File: src/rtl/seg_pkg.sv
// seg_pkg: shared definitions for the serial seven-segment scanner.
//   SEG_TABLE  - active-low glyphs for hex digits 0..F (bits 7..1 = a..g, bit 0 = dp)
//   SEG_BLANK  - all segments off
//   SEG_DASH   - only segment g lit (overflow indication)
//   FRAME_W    - bits per digit frame {select[7:0], seg[7:0]}
//   state_t    - capture FSM states
package seg_pkg;

  localparam logic [7:0] SEG_TABLE [0:15] = '{
    8'h03, 8'h9F, 8'h25, 8'h0D, 8'h99, 8'h49, 8'h41, 8'h1F,
    8'h01, 8'h09, 8'h11, 8'hC1, 8'h63, 8'h85, 8'h61, 8'h71
  };

  localparam logic [7:0] SEG_BLANK = 8'hFF;
  localparam logic [7:0] SEG_DASH  = 8'hFD;
  localparam int         FRAME_W   = 16;

  typedef enum logic [1:0] {
    ST_IDLE = 2'd0,
    ST_CONV = 2'd1,
    ST_WAIT = 2'd2,
    ST_SWAP = 2'd3
  } state_t;

endpackage

File: src/rtl/bin2bcd_seq.sv
// bin2bcd_seq: iterative double-dabble converter, one input bit per cycle.
//   clk, rst - clock, synchronous active-high reset
//   start    - pulse: capture bin and begin a W-cycle conversion
//   bin      - binary input, sampled on start
//   done     - one-cycle pulse when bcd/ovf are final (they hold afterwards)
//   bcd      - DIGITS+1 BCD digits, digit k at [4k+3:4k]
//   ovf      - result needs more than DIGITS decimal digits
module bin2bcd_seq #(
  parameter int W      = 32,
  parameter int DIGITS = 8
) (
  input  logic                  clk,
  input  logic                  rst,
  input  logic                  start,
  input  logic [W-1:0]          bin,
  output logic                  done,
  output logic [4*DIGITS+3:0]   bcd,
  output logic                  ovf
);

  localparam int BW = 4*DIGITS + 4;

  logic [W-1:0]  sh;
  logic [BW-1:0] acc;
  logic [BW-1:0] adj;
  logic [5:0]    cnt;
  logic          busy;
  logic          sticky;

  // Add-3 correction on every digit that is 5 or more before the shift.
  always_comb begin
    adj = acc;
    for (int k = 0; k < DIGITS + 1; k++) begin
      if (acc[4*k +: 4] >= 4'd5) adj[4*k +: 4] = acc[4*k +: 4] + 4'd3;
    end
  end

  always_ff @(posedge clk) begin
    if (rst) begin
      sh     <= '0;
      acc    <= '0;
      cnt    <= '0;
      busy   <= 1'b0;
      done   <= 1'b0;
      sticky <= 1'b0;
    end else begin
      done <= 1'b0;
      if (start) begin
        sh     <= bin;
        acc    <= '0;
        cnt    <= 6'(W);
        busy   <= 1'b1;
        sticky <= 1'b0;
      end else if (busy) begin
        acc    <= {adj[BW-2:0], sh[W-1]};
        sh     <= sh << 1;
        // A bit leaving the top digit means the value exceeds the register.
        sticky <= sticky | adj[BW-1];
        cnt    <= cnt - 6'd1;
        if (cnt == 6'd1) begin
          busy <= 1'b0;
          done <= 1'b1;
        end
      end
    end
  end

  assign bcd = acc;
  assign ovf = sticky | (acc[BW-1:BW-4] != 4'd0);

endmodule

File: src/rtl/seg_scan.sv
// seg_scan: serial seven-segment scanner for a 74HC595-style chain.
//   clk, rst  - clock, synchronous active-high reset
//   val       - binary value, captured on load & ready
//   dp        - per-digit decimal point enable (bit i = digit i)
//   dec       - 0 = hex, 1 = decimal
//   blank_lz  - blank leading zeros (digit 0 always shown)
//   load      - capture request; ready - capture possible
//   ovf       - value currently displayed did not fit
//   ds, shclk, stclk - serial data, shift clock, storage clock
// Handshake: a load is taken in any cycle where load and ready are both 1;
// load while ready is 0 is dropped. ready returns after the new glyphs are
// swapped into the display buffer at a frame boundary, so frames never tear.
module seg_scan
  import seg_pkg::*;
#(
  parameter int DIGITS = 8,
  parameter int W      = 32,
  parameter int DIV    = 4
) (
  input  logic              clk,
  input  logic              rst,
  input  logic [W-1:0]      val,
  input  logic [DIGITS-1:0] dp,
  input  logic              dec,
  input  logic              blank_lz,
  input  logic              load,
  output logic              ready,
  output logic              ovf,
  output logic              ds,
  output logic              shclk,
  output logic              stclk
);

  localparam int CW  = (DIV > 2) ? $clog2(DIV) : 1;
  localparam int DGW = (DIGITS > 1) ? $clog2(DIGITS) : 1;

  state_t state, state_next;

  logic [W-1:0]          cap_val;
  logic [DIGITS-1:0]     cap_dp;
  logic                  cap_dec, cap_blz;
  logic                  accept, conv_done, b_start, b_done, b_ovf;
  logic [4*DIGITS+3:0]   b_bcd;
  logic [8*DIGITS-1:0]   glyph_next, gbuf, disp;
  logic                  gbuf_ovf, src_ovf, hex_ovf, seen;
  logic [3:0]            nib;
  logic [7:0]            g;
  logic [CW-1:0]         cyc;
  logic [4:0]            bitc;
  logic [DGW-1:0]        dig;
  logic                  frame_end;
  logic [FRAME_W-1:0]    frame16;

  bin2bcd_seq #(.W(W), .DIGITS(DIGITS)) u_b2b (
    .clk   (clk),
    .rst   (rst),
    .start (b_start),
    .bin   (val),
    .done  (b_done),
    .bcd   (b_bcd),
    .ovf   (b_ovf)
  );

  // ---------------- capture FSM ----------------
  always_ff @(posedge clk) begin
    if (rst) state <= ST_IDLE;
    else     state <= state_next;
  end

  always_comb begin
    state_next = state;
    accept     = 1'b0;
    conv_done  = 1'b0;
    ready      = 1'b0;
    case (state)
      ST_IDLE: begin
        ready = 1'b1;
        if (load) begin
          accept     = 1'b1;
          state_next = ST_CONV;
        end
      end
      ST_CONV: begin
        if (!cap_dec || b_done) begin
          conv_done  = 1'b1;
          state_next = ST_WAIT;
        end
      end
      ST_WAIT: if (frame_end) state_next = ST_SWAP;
      ST_SWAP: state_next = ST_IDLE;
      default: state_next = ST_IDLE;
    endcase
  end

  // The converter sees val directly on the accept cycle, so it starts
  // in parallel with the capture registers.
  assign b_start = accept & dec;

  // ---------------- glyph formatting ----------------
  always_comb begin
    hex_ovf = 1'b0;
    for (int b = 0; b < W; b++) begin
      if (b >= 4*DIGITS && cap_val[b]) hex_ovf = 1'b1;
    end
    // The extra BCD digit is also checked by the converter; folding it in
    // here keeps the overflow decision local and complete.
    src_ovf    = cap_dec ? (b_ovf | (b_bcd[4*DIGITS +: 4] != 4'd0)) : hex_ovf;
    seen       = !cap_blz;
    nib        = '0;
    g          = SEG_BLANK;
    glyph_next = '1;
    for (int i = DIGITS - 1; i >= 0; i--) begin
      nib = '0;
      if (cap_dec) begin
        nib = b_bcd[4*i +: 4];
      end else begin
        for (int k = 0; k < 4; k++) begin
          if (4*i + k < W) nib[k] = cap_val[4*i + k];
        end
      end
      if (nib != 4'd0 || i == 0) seen = 1'b1;
      g = seen ? SEG_TABLE[nib] : SEG_BLANK;
      if (src_ovf)   g = SEG_DASH;
      if (cap_dp[i]) g[0] = 1'b0;
      glyph_next[8*i +: 8] = g;
    end
  end

  always_ff @(posedge clk) begin
    if (rst) begin
      cap_val  <= '0;
      cap_dp   <= '0;
      cap_dec  <= 1'b0;
      cap_blz  <= 1'b0;
      gbuf     <= '1;
      gbuf_ovf <= 1'b0;
      disp     <= '1;
      ovf      <= 1'b0;
    end else begin
      if (accept) begin
        cap_val <= val;
        cap_dp  <= dp;
        cap_dec <= dec;
        cap_blz <= blank_lz;
      end
      if (conv_done) begin
        gbuf     <= glyph_next;
        gbuf_ovf <= src_ovf;
      end
      // Swap on the very last storage-clock cycle of the frame so the next
      // frame reads the new buffer from its first bit.
      if (state == ST_WAIT && frame_end) begin
        disp <= gbuf;
        ovf  <= gbuf_ovf;
      end
    end
  end

  // ---------------- scanner ----------------
  assign frame_end = (dig == DGW'(DIGITS - 1)) && (bitc == 5'(FRAME_W)) &&
                     (cyc == CW'(DIV - 1));

  always_ff @(posedge clk) begin
    if (rst) begin
      cyc  <= '0;
      bitc <= '0;
      dig  <= '0;
    end else if (cyc == CW'(DIV - 1)) begin
      cyc <= '0;
      if (bitc == 5'(FRAME_W)) begin
        bitc <= '0;
        dig  <= (dig == DGW'(DIGITS - 1)) ? '0 : dig + 1'b1;
      end else begin
        bitc <= bitc + 5'd1;
      end
    end else begin
      cyc <= cyc + 1'b1;
    end
  end

  assign frame16 = {8'h80 >> dig, disp[8*dig +: 8]};

  // Outputs are registered from the counters: one cycle behind them.
  always_ff @(posedge clk) begin
    if (rst) begin
      ds    <= 1'b0;
      shclk <= 1'b0;
      stclk <= 1'b0;
    end else if (bitc == 5'(FRAME_W)) begin
      ds    <= 1'b0;
      shclk <= 1'b0;
      stclk <= 1'b1;
    end else begin
      ds    <= frame16[bitc[3:0]];
      shclk <= (cyc >= CW'(DIV / 2));
      stclk <= 1'b0;
    end
  end

endmodule

File: config.mk
export PLATFORM = sky130hd
export DESIGN_NAME = seg_scan
export DESIGN_NICKNAME = d
export VERILOG_FILES = /design/src/rtl/seg_pkg.sv /design/src/rtl/bin2bcd_seq.sv /design/src/rtl/seg_scan.sv
export SDC_FILE = /design/constraint.sdc
export NUM_CORES = 1
export LEC_CHECK = 0
export ABC_AREA = 1
export BUFFER_PORTS_ARGS = -buffer_cell sky130_fd_sc_hd__buf_4
export CELL_PAD_IN_SITES_DETAIL_PLACEMENT = 1
export CELL_PAD_IN_SITES_GLOBAL_PLACEMENT = 1
export CORE_UTILIZATION = 49
export CTS_CLUSTER_SIZE = 30
export DETAILED_ROUTE_END_ITERATION = 7
export PLACE_DENSITY = 0.93
export SETUP_SLACK_MARGIN = 0.5
export SLEW_MARGIN = 30
export SYNTH_ARGS = -nofsm -noshare
export SYNTH_HDL_FRONTEND = slang
export SYNTH_SLANG_ARGS = --single-unit
File: constraint.sdc
create_clock -name clk -period 3.5 [get_ports clk]
set_clock_uncertainty 0.1 [all_clocks]
set_input_delay 0.7 -clock clk [delete_from_list [all_inputs] [get_ports clk]]
set_output_delay 0.7 -clock clk [all_outputs]
set_load 0.005 [all_outputs]
=== Yosys cells after proc, flatten, opt, wreduce, memory -nomap -nowiden ===
Memories as Yosys holds them, arrays and structs flattened.
Cells that the tools add are included.

* Flip-flop bits (word level): 264
* Bits in read-only memories: 1,024
* Input bits: 45
* Output and inout port bits: 5
* Word-level logic and storage cells: 195
* Memories: 8

* $add $sub $neg: 13
* Magnitude comparators: 19
* Equal/unequal tests: 10
* Shift operators: 2
* Multiplexer cells: 86
* Bitwise logic cells: 13
* Reductions and logical operators: 22

{| class="wikitable"
|+ Memories
! name !! words !! width !! rd ports !! clocked after memory_dff !! write ports !! line !! text
|-
| (name not given) || 16 || 8 || 1 || 0 || 0 || seg_scan.sv:122 || <nowiki>g = seen ? SEG_TABLE[nib] : SEG_BLANK;</nowiki>
|-
| (name not given) || 16 || 8 || 1 || 0 || 0 || seg_scan.sv:122 ||
|-
| (name not given) || 16 || 8 || 1 || 0 || 0 || seg_scan.sv:122 ||
|-
| (name not given) || 16 || 8 || 1 || 0 || 0 || seg_scan.sv:122 ||
|-
| (name not given) || 16 || 8 || 1 || 0 || 0 || seg_scan.sv:122 ||
|-
| (name not given) || 16 || 8 || 1 || 0 || 0 || seg_scan.sv:122 ||
|-
| 2 more memories || -- || -- || -- || -- || -- || -- ||
|}

{| class="wikitable"
|+ Operators by type and width
! operator !! number
|-
| two-way mux 8 bit || 31
|-
| two-way mux 4 bit || 17
|-
| two-way mux 32 bit || 2
|-
| variable part select 64 x 7 -> 8 bit || 1
|-
| greater-or-equal comparator 5 bit, second input constant || 8
|-
| NOT 4 -> 5 bit || 8
|-
| adder 4 x 2 -> 4 bit, second input constant || 9
|-
| greater-or-equal comparator 4 x 3 -> 1 bit, second input constant || 9
|-
| nonzero test 4 bit || 8
|-
| two-way mux 1 bit || 27
|-
| two-way mux 6 bit || 2
|-
| case mux 2 bit (4 select lines) || 1
|-
| right shift 8 x 3 -> 8 bit, first input constant || 1
|-
| equality test 2 bit, second input constant || 3
|-
| equality test 6 x 1 -> 1 bit, second input constant || 1
|-
| two-way mux 2 bit || 3
|-
| != test 2 bit, second input constant || 3
|-
| OR reduction 2 bit || 3
|-
| subtractor 6 x 1 -> 6 bit, second input constant || 1
|-
| adder 5 x 1 -> 5 bit, second input constant || 1
|-
| equality test 5 bit, second input constant || 1
|-
| < comparator 4 x 5 -> 1 bit, second input constant || 1
|-
| two-way mux 5 bit || 1
|-
| binary-select mux 1 bit (select 4 bit) || 1
|-
| 17 further kinds || 22
|}

=== Longest topological paths before layout ===
Gate-level depths: netlist of the first run.

* Depth in word-level cells: 12
* Gate-level depth with buffers: 17
* Gate-level depth less buffers: 14

=== By module ===
From an unflattened synthesis of the first run, not the netlist that was laid out.

* Cells, all modules: 1,995
* Area total of the unflattened synthesis: 13,929.6 µm²

{| class="wikitable"
|+ Modules (own cells, without submodules)
! module !! times used !! cells an instance !! area each (µm²) !! seq. area each (µm²)
|-
| seg_scan || 1 || 1,425 || 9,897.0 || 3,743.6
|-
| bin2bcd_seq || 1 || 570 || 4,032.6 || 1,541.5
|}

=== Worst setup path after synthesis of the first run ===
OpenSTA, ideal clock, no wires.

* Path kind: reg2reg
* From: reg cap_dec
* To: reg gbuf[9]
* Library setup time: 0.059 ns
* Arrival: 2.183 ns
* Required time: 3.341 ns
* Path slack: 1.158 ns
* Stages on the path, launching flop included: 18
* Buffers on the path: 4
* Period minus slack after synthesis: 2.342 ns
* Path through: dfxtp_1 -> buf_6 -> buf_8 -> buf_8 -> buf_4 -> nand2_1 -> o21ai_2 -> ha_1 -> nand2_1 -> inv_1 -> nand3_2 -> nor2_4 -> nand3_4 -> nor2_8 -> nand3_4 -> nand2_1 -> nand2_1 -> nand2_1

* Longest elaborated chain between the ends: 11
* Elaborated cells between the ends (all ways): 32
* Classes of those cells: mux: 21; bitwise: 1; reduce/logical: 9; memory: 1

{| class="wikitable"
|+ Ends and longest elaborated chain
! item !! line !! text
|-
| from (decl) || seg_scan.sv:41 || <nowiki>logic cap_dec, cap_blz;</nowiki>
|-
| from (signal assigned) || seg_scan.sv:133 || <nowiki>cap_dec <= 1'b0;</nowiki>
|-
| from (signal assigned) || seg_scan.sv:143 || <nowiki>cap_dec <= dec;</nowiki>
|-
| two-way mux 4 bit || seg_scan.sv:114 || <nowiki>if (cap_dec) begin</nowiki>
|-
| nonzero test 4 bit || seg_scan.sv:121 || <nowiki>if (nib != 4'd0 || i == 0) seen = 1'b1;</nowiki>
|-
| two-way mux 1 bit (7 in a row) || seg_scan.sv:121 ||
|-
| two-way mux 8 bit || seg_scan.sv:122 ||
|-
| two-way mux 8 bit || seg_scan.sv:123 || <nowiki>if (src_ovf) g = SEG_DASH;</nowiki>
|-
| to (signal assigned) || seg_scan.sv:147 || <nowiki>gbuf <= glyph_next;</nowiki>
|-
| to (decl) || seg_scan.sv:44 || <nowiki>logic [8*DIGITS-1:0] glyph_next, gbuf, disp;</nowiki>
|}

Several ways; a longest one is shown, not always the timed one. The select of a mux whose other input is x is not followed.
A chain may end at the register's enable or synchronous reset.

=== Final worst setup path of the first run ===
* From: reg bitc[0]
* To: reg disp[29]

* Longest elaborated chain between the ends: 4

{| class="wikitable"
|+ Ends and longest elaborated chain
! item !! line !! text
|-
| from (decl) || seg_scan.sv:49 || <nowiki>logic [4:0] bitc;</nowiki>
|-
| from (signal assigned) || seg_scan.sv:174 || <nowiki>bitc <= bitc + 5'd1;</nowiki>
|-
| equality test 5 bit || seg_scan.sv:160 || <nowiki>assign frame_end = (dig == DGW'(DIGITS - 1)) && (bitc == 5'(FRAME_W)) &&</nowiki>
|-
| logical AND 1 bit (2 in a row) || seg_scan.sv:160 ||
|-
| logical AND 1 bit || seg_scan.sv:152 || <nowiki>if (state == ST_WAIT && frame_end) begin</nowiki>
|-
| to (signal assigned) || seg_scan.sv:153 || <nowiki>disp <= gbuf;</nowiki>
|-
| to (decl) || seg_scan.sv:44 ||
|}

No other way between the ends.

==> impl_results.md, run 1 <==
- Peak supply drop: about 380 µV
- Register area share after synthesis: between 30% and 40%
- Yosys reg bits: 264
- Critical path's slowest cell: dfxtp_1
- Core Rows: 60
- Initial Util: about half
- TritonCTS clock tree: yes
- P per Cell Area: slightly above 700 nW/µm²
- Syn_nets: roughly 2.1k
- Final hold vios: 0
- First-pass GRT wire length: 71950 µm
- Crit-path cells: inv_1, ha_1, nand2_1, nor3_2, nand2_1, nor2_1, nand2_1, inv_2, buf_12, o211ai_1
- WL per Instance: around 19 µm
- CP Capture Type: flip-flop
- Total congestion overflow: 0
- Area Growth Syn to Fin: 11.61%
- Final instance area: roughly 15000 µm²
- Pins Over Slew Limit: 0
- Fraction of registers with async set/reset: 0%
- DR iter-0 viols: about 1.1k
- MaxCap Viol Count: 0
- Total Die Area: between 20000 and 30000 µm²
- Post-DP Area: 14200 µm²
- HP Class: input pin to flip-flop
- Slew margin rel.: a little over a third
- Initial antenna violation count: 0
- Inserted Diodes: 0
- Drt pass-1 iters: 5
- Mapped Area: ~14000 µm²
- Fin util: a little under three fifths
- Routed WL: roughly 45000 µm
- Unrepaired setup endpoints after global routing: no
- Cell variety after synth: 46
- I/O Buffers: 49
- Clock period minus final worst setup slack: 2.797 ns
- Max Fclk: 0.3575 GHz
- H-tree depth: 1
- Dpl hpwl: slightly below 30000 µm
- Fraction of the cycle the final worst path needs: around 80%
- Share of layout cells above drive strength 1: under 10%
- All-layer global routing usage: between 30% and 40%
- Outcome: finished, final reports clean
- Core Area: 27100 µm²
- Total vias in the final route: around 13k
- Root buffer cell: clkbuf_16
- Vias in the first global route: about 14k
- Clock sink count: approximately 260
- Crit Path Category: flip-flop to flip-flop
- Slowest Stage Delay on Critical Path: 0.38 ns
- Critical Path Fanout Max: 62
- Predominant post-synthesis flop cell: dfxtp_1
- DRC: 0
- Worst endpoint required time: 3.80 ns
- Clock Path Buffers: 3
- Average cell area after synthesis: around 7.1 µm²
- Synth warn: 0
- Num ports: 50
- Synth Instances: ~1.9k
- Die Height: between 150 and 200 µm
- Clock Pin Slew Worst Setup and Hold Paths: about 0.060 ns
- Worst Tran Pin Value: 0.9515 ns
- Largest net degree at the start of global routing: 96
- Post-synth EDFFs: 0
- Die Span X: about 170 µm
- Leak: between 6 and 7 nW
- Post-DRT Antenna Nets: 0
- RePlAce Congestion: ~0.84
- Total CTS buffers: 29
- CP arrival: 3.10 ns
- Count of final setup violators: 0
- Crit path top cell by count: nand2_1
- Nets: a little over 2k
- CP startpoint kind: flip-flop
- Routed vias/inst: 5.779
- Setup TNS: 0 ns
- Worst-Skew Late Latency: between 0.5 and 0.6 ns
==> placed cells by master (no fill, tap or decap), drive strengths merged <==
cell / netlist / routed
nor3: 9 / 9
o211ai: 52 / 52
o22ai: 9 / 9
clkinvlp: 0 / 6
o221ai: 1 / 1
o21ai: 226 / 226
a31oi: 35 / 35
nand4: 3 / 3
a211oi: 4 / 4
or2: 15 / 15
a22oi: 2 / 2
nand3: 114 / 114
o21a: 7 / 7
nand3b: 1 / 1
bufinv: 0 / 2
clkinv: 2 / 6
inv: 178 / 180
xor2: 14 / 14
o21bai: 1 / 1
nand2: 495 / 495
clkbuf: 62 / 40
a211o: 1 / 1
o31ai: 4 / 4
buf: 39 / 72
dfxtp: 264 / 264
o2111ai: 7 / 7
a21oi: 125 / 125
xnor2: 2 / 2
nor2: 179 / 179
ha: 77 / 77
==> power breakdown <==
part | switching [W] | internal, W
Combinational | 0.00257 | 0.00118
Clock | 0.00133 | 0.00183
Sequential | 0.000467 | 0.00359
Total | 0.00437 | 0.00660
==> cell usage after synthesis, types with 3 or more instances <==
| master | n | area, µm² |
|---|---|---|
| buf_4 | 3 | 22.52 |
| o21ai_2 | 9 | 78.83 |
| inv_1 | 170 | 638.1 |
| nand2_1 | 489 | 1836 |
| o31ai_1 | 4 | 30.03 |
| buf_6 | 3 | 33.78 |
| o22ai_1 | 9 | 56.30 |
| nor2_1 | 171 | 641.9 |
| nor3_1 | 8 | 40.04 |
| o21a_1 | 7 | 52.55 |
| nor2_4 | 4 | 45.04 |
| o211ai_1 | 52 | 390.4 |
| a31oi_1 | 35 | 219.0 |
| inv_2 | 7 | 26.28 |
| buf_2 | 18 | 90.09 |
| o21ai_1 | 20 | 100.1 |
| nor2_2 | 3 | 18.77 |
| ha_1 | 77 | 963.4 |
| buf_1 | 13 | 48.80 |
| or2_2 | 15 | 93.84 |
| a211oi_1 | 4 | 30.03 |
| nand2_2 | 5 | 31.28 |
| o21ai_4 | 5 | 81.33 |
| a21oi_1 | 125 | 625.6 |
| nand3_1 | 111 | 555.5 |
| o21ai_0 | 192 | 960.9 |
| xor2_1 | 14 | 122.6 |
| o2111ai_1 | 7 | 61.31 |
| clkbuf_1 | 62 | 232.7 |
| dfxtp_1 | 264 | 5285 |
==> final cells by class <==
type / instances / area [µm²]
fill: 3463 / 11880
multi-input combinational: 1383 / 7213
sequential: 264 / 5290
clock buffer: 39 / 833.3
inverter: 180 / 683.2
timing repair buffer: 73 / 578.1
tap: 372 / 465.4
clock inverter: 14 / 153.9
==> state kept, by name (all words and copies together) (netlist names), 2 cells and up <==
| register | count |
|---|---|
| bitc | 5 |
| disp | 64 |
| dig | 3 |
| u_b2b.cnt | 6 |
| gbuf | 64 |
| cap_val | 32 |
| u_b2b.sh | 32 |
| u_b2b.bcd | 36 |
| cyc | 2 |
| state | 2 |
| cap_dp | 8 |
==> critical path, delay by kind of cell, from the launching register on <==
kind | cells | cell delay, ns
AOI/OAI and AO/OA | 1 | 0.15
and+or+nand+nor | 5 | 0.95
buffers and inverters | 3 | 0.85
DFF | 1 | 0.38
adders and majority gates | 1 | 0.18
==> kinds of logic (layout without fill, tap and decap cells) <==
group	after synthesis	after routing	share of synthesized area, %
and+or+nand+nor	816	816	24.80
buffers and inverters	281	306	8.351
AOI/OAI and AO/OA	474	474	20.00
adders and majority gates	77	77	7.066
DFF	264	264	38.76
xor gates and xnor gates	16	16	1.028
==> what timing repair did <==
action / CTS / global route
hold endpoints to repair: 0 / 0
hold buffers: 0 / 0
endpoints found under the setup margin: 1 / 1
buffers inserted: 0 / 1
pin swaps: 0 / 0
gates resized for setup: 1 / 0
gates cloned: 0 / 0
==> per-stage QoR <==
step           std cells  worst slack (ns)  hold WS [ns]  power [W]
2_1_floorplan       1928             1.158        0.3173   0.006553
3_3_place_gp        2271            0.7801        0.3250   0.007348
3_5_place_dp        2271            0.6423        0.3431   0.007596
4_1_cts             2324            0.6832        0.2948    0.01091
5_1_grt             2325            0.5074        0.3238    0.01154
6_report            2325            0.7030        0.3018    0.01097
==> path summary, 6_finish.rpt <==
kind,startpoint,to,slack (ns),depth (start not counted)
min reg2reg,cyc[0]$_SDFF_PP0_,cyc[0]$_SDFF_PP0_,0.35,1
min,val[21],cap_val[21]$_SDFFE_PP0P_,0.30,3
max reg2reg,bitc[0]$_SDFFE_PP0P_,disp[29]$_SDFFE_PP1P_,0.70,10
max,bitc[0]$_SDFFE_PP0P_,disp[29]$_SDFFE_PP1P_,0.70,10
==> per-layer routing <==
layer	GRT usage, %	vias to the layer above	share of wire, %
met2	55.66	336	50
met4	12.33	0	3.5
li1	-	6331	-
met5	0	-	0
met3	3.764	121	4.1
met1	37.67	6648	42
Power figures use the tool's default switching activity.
==> run 2, diff against run 1 <==
Settings changed: ABC_AREA 1 to 0, CORE_UTILIZATION 49 to 43, PLACE_DENSITY 0.93 to 0.84.
Clock period 3.5 ns to 2.5 ns, I/O delays scaled along.
==> run 2 against run 1 <==
  * The run now ends with design-rule violations left
  * Final cell count fell by 9.5%
  * First-iteration DRC count is 27% lower
  * Global-route usage down 5.0 points
  * Cell area is 13% higher
  * Synthesized cell count shrank 18%
  * Sequential share of layout area shrank 3.9 points
  * Area after synthesis down 0.96%
  * Clock-buffer cell count up 1
  * Total power increased by 39%
  * Worst setup slack worse by 0.69 ns
==> impl_results.md, run 2 <==
- Final instance area: 17170 µm² (+13%)
- Top-count cell post-synth: nand2_1
- Max Fclk: 0.4015 GHz (+12%)
- First-pass GRT wire length: 66690 µm (-7.3%)
- Predominant post-synthesis flop cell: dfxtp_1
- Largest area contributor in the netlist: dfxtp_1
- Total congestion overflow: 0 (unchanged)
- Outcome: finished with violations
- Dpl hpwl: 25930 µm (-11%)
- Synth warn: 0 (unchanged)
- Synth top area share: 39.14% (+0.38 points)
- Total CTS buffers: 29 (unchanged)
- Synth area leaders: dfxtp_1 (39%), nand2_1 (8.0%), ha_1 (7.1%)
- Crit Path Category: flip-flop to flip-flop
- Die Span X: 179.2 µm (+6.2%)
- Layout Cells excl Fill: 2104 (-9.5%)
- Storage cell area: 5304 µm² (+0.26%)
- Fraction of registers with async set/reset: 0% (unchanged)
- Number of instances in the placed design: 1981 (-13%)
- Pins Over Slew Limit: 0 (unchanged)
- Failing checks: design-rule violations
- Slowest Stage Delay on Critical Path: 0.42 ns (+0.04 ns)
- HP Class: input pin to flip-flop
- All-layer global routing usage: 26.05% (-5.0 points)
- Routed vias/inst: 5.972 (+3.3%)
- Critical Path Fanout Max: 8 (-87%)
- Synth Instances: 1581 (-18%)
- Area Growth Syn to Fin: 27.15%
- Fraction of the cycle the final worst path needs: 99.62% (+20 points)
- Initial antenna violation count: 0 (unchanged)
- Final hold vios: 0 (unchanged)
- DRC: 6 (+6)
- Worst endpoint required time: 2.88 ns (-0.92 ns)
- Die Height: 179.2 µm (+6.2%)
- Root buffer cell: clkbuf_16
- CP Capture Type: flip-flop
- Total vias in the final route: 12.57k (-6.5%)
- Num ports: 50 (unchanged)
- CP startpoint kind: flip-flop
- Clock Path Buffers: 3 (unchanged)
- Clock period minus final worst setup slack: 2.490 ns (-0.3066 ns)
- Count of final setup violators: 0 (unchanged)
- Core Area: 30750 µm² (+13%)
- Slew margin rel.: 61.22% (+25 points)
- P per Cell Area: 886.8 nW/µm² (+23%)
- Worst-Skew Late Latency: 0.56 ns (about the same)
- H-tree depth: 1 (unchanged)
- Leak: 6.789 nW (+2.2%)
- Synth top cells by count: nand2_1 (286), dfxtp_1 (264), nor2_1 (148), a21oi_1 (106), mux2i_1 (86)
- DR iter-0 viols: 809 (-27%)
- Drt pass-1 iters: 7 (+2)
- Inserted Diodes: 0 (unchanged)
- Initial Util: 43.91% (-6.4 points)
- CP arrival: 2.87 ns (-0.23 ns)
- TritonCTS clock tree: yes
- MaxCap Viol Count: 0 (unchanged)
- Critical path's slowest cell: nor3_1
- Fill count: 3466 (+0.087%)
- Nets: 1807 (-12%)
- Unrepaired setup endpoints after global routing: yes
- Vias in the first global route: 12.42k (-12%)
- WL per Instance: 22.80 µm (+19%)
- Yosys reg bits: 264 (unchanged)
- Worst Tran Pin Value: 0.5656 ns (-0.3859 ns)
- Crit path top cell by count: buf_6
- Average cell area after synthesis: 8.541 µm² (+21%)
- WHS: 0.09276 ns (-0.2090 ns)
- Largest net degree at the start of global routing: 100 (+4.2%)
- I/O Buffers: 49 (unchanged)
- Register area share after synthesis: 39.14% (+0.38 points)
- Mapped Area: 13500 µm² (-0.96%)
- Clock Pin Slew Worst Setup and Hold Paths: 0.07 ns (about the same)
- Post-CTS Hold Buffers: 0 (unchanged)
- Post-DP Area: 14550 µm² (+2.4%)
- RePlAce Congestion: 0.8370 (-0.44%)
- Peak supply drop: 507.4 µV (+35%)
- Routed WL: 47970 µm (+7.3%)
- Post-synth EDFFs: 0 (unchanged)
- Multi-input logic area: 8438 µm² (+17%)
- Syn_nets: 1703 (-17%)
- Crit-path cells: buf_8, buf_4, nor3_1, o21ai_4, nor4b_4, buf_6, nand4_4, buf_6, nor3b_4, o21ai_1
- Total Die Area: 32110 µm² (+13%)
- Cell variety after synth: 66 (+43%)
- Most common cell after layout, fill and taps aside: nand2_1
- Fin util: 55.84% (-0.31 points)
- Core Rows: 64 (+6.7%)
- Commonest cells after routing, fill and taps aside: nand2_1 (280), dfxtp_1 (255), nor2_1 (143), buf_4 (137), a21oi_1 (100)
- Post-DRT Antenna Nets: 0 (unchanged)
- Clock sink count: 264 (unchanged)
- Share of layout cells above drive strength 1: 24.41% (+15 points)
==> run 2: cell count changes after synthesis, moves of 30 or more <==
| cell | delta |
|---|---|
| a211oi_1 | +36 |
| a31oi_1 | -30 |
| inv_1 | -112 |
| mux2i_1 | +86 |
| nand2_1 | -203 |
| nand3_1 | -89 |
| nand3b_1 | +65 |
| o211ai_1 | -44 |
| o21ai_0 | -126 |
==> run 2: logic make-up after synthesis <==
group / share of synthesized area (%)
AND/OR/NAND/NOR: 21.23
AO/OA/AOI/OAI: 14.92
flip-flops: 39.14
buffers and inverters: 4.846
multiplexers: 10.98
adder cells (fa/ha/maj): 7.135
XOR/XNOR: 1.751
==> run 2: metrics by stage <==
step | worst slack [ns] | total power [W] | TNS [ns]
floorplan | -0.1626 | 0.008032 | -2.419
global placement | -0.07190 | 0.009001 | -0.3717
detailed placement | -0.1434 | 0.009217 | -1.650
CTS | 0.2337 | 0.01445 | 0
global route | -0.01096 | 0.01579 | -0.02113
finish | 0.009606 | 0.01523 | 0
==> run 2: report_power, final <==
group | internal, W | leakage, nW | switching, W | total, W
Clock | 0.00289 | 0.514 | 0.00184 | 0.00473
Sequential | 0.00488 | 2.16 | 0.000525 | 0.00541
Combinational | 0.00213 | 4.11 | 0.00295 | 0.00509
==> run 2: final timing paths <==
path / end / slack [ns] / from / cells after the start
min: cap_dp[1]$_SDFFE_PP0P_ / 0.09 / dp[1] / 3
max reg2reg: gbuf[20]$_SDFFE_PP1P_ / 0.01 / cap_dec$_SDFFE_PP0P_ / 10
max: gbuf[20]$_SDFFE_PP1P_ / 0.01 / cap_dec$_SDFFE_PP0P_ / 10
min reg2reg: ovf$_SDFFE_PP0P_ / 0.36 / gbuf_ovf$_SDFFE_PP0P_ / 2
==> run 2: area by class of cell <==
class	count	share of cell area, %
Clock buffer	40	4.934
Timing Repair Buffer	176	9.525
Inverter	58	1.370
Clock inverter	14	1.246
Multi-Input combinational cell	1156	49.15
Tap cell	396	2.886
Sequential cell	264	30.89
==> run 2: routing by layer <==
metal / routed length [µm] / global-route usage, % / up-vias
li1: - / - / 5713
met1: 19470 / 32.21 / 6276
met2: 23990 / 45.98 / 411
met3: 1894 / 2.778 / 165
met4: 2625 / 10.54 / 0
met5: 0 / 0 / -
==> run 2: worst max-delay path: cells and delay by family, from the launching register on <==
family          cells  cell delay [ns]
compound gates      2             0.28
buf+inv             4             0.67
flops               1             0.37
simple gates        4             0.97
==> run 2: repair_timing <==
action | 4_1_cts | 5_1_grt
pin swaps | 24 | 26
resized for setup | 115 | 106
cloned | 1 | 4
endpoints found under the setup margin | 144 | 127
buffers inserted | 37 | 27
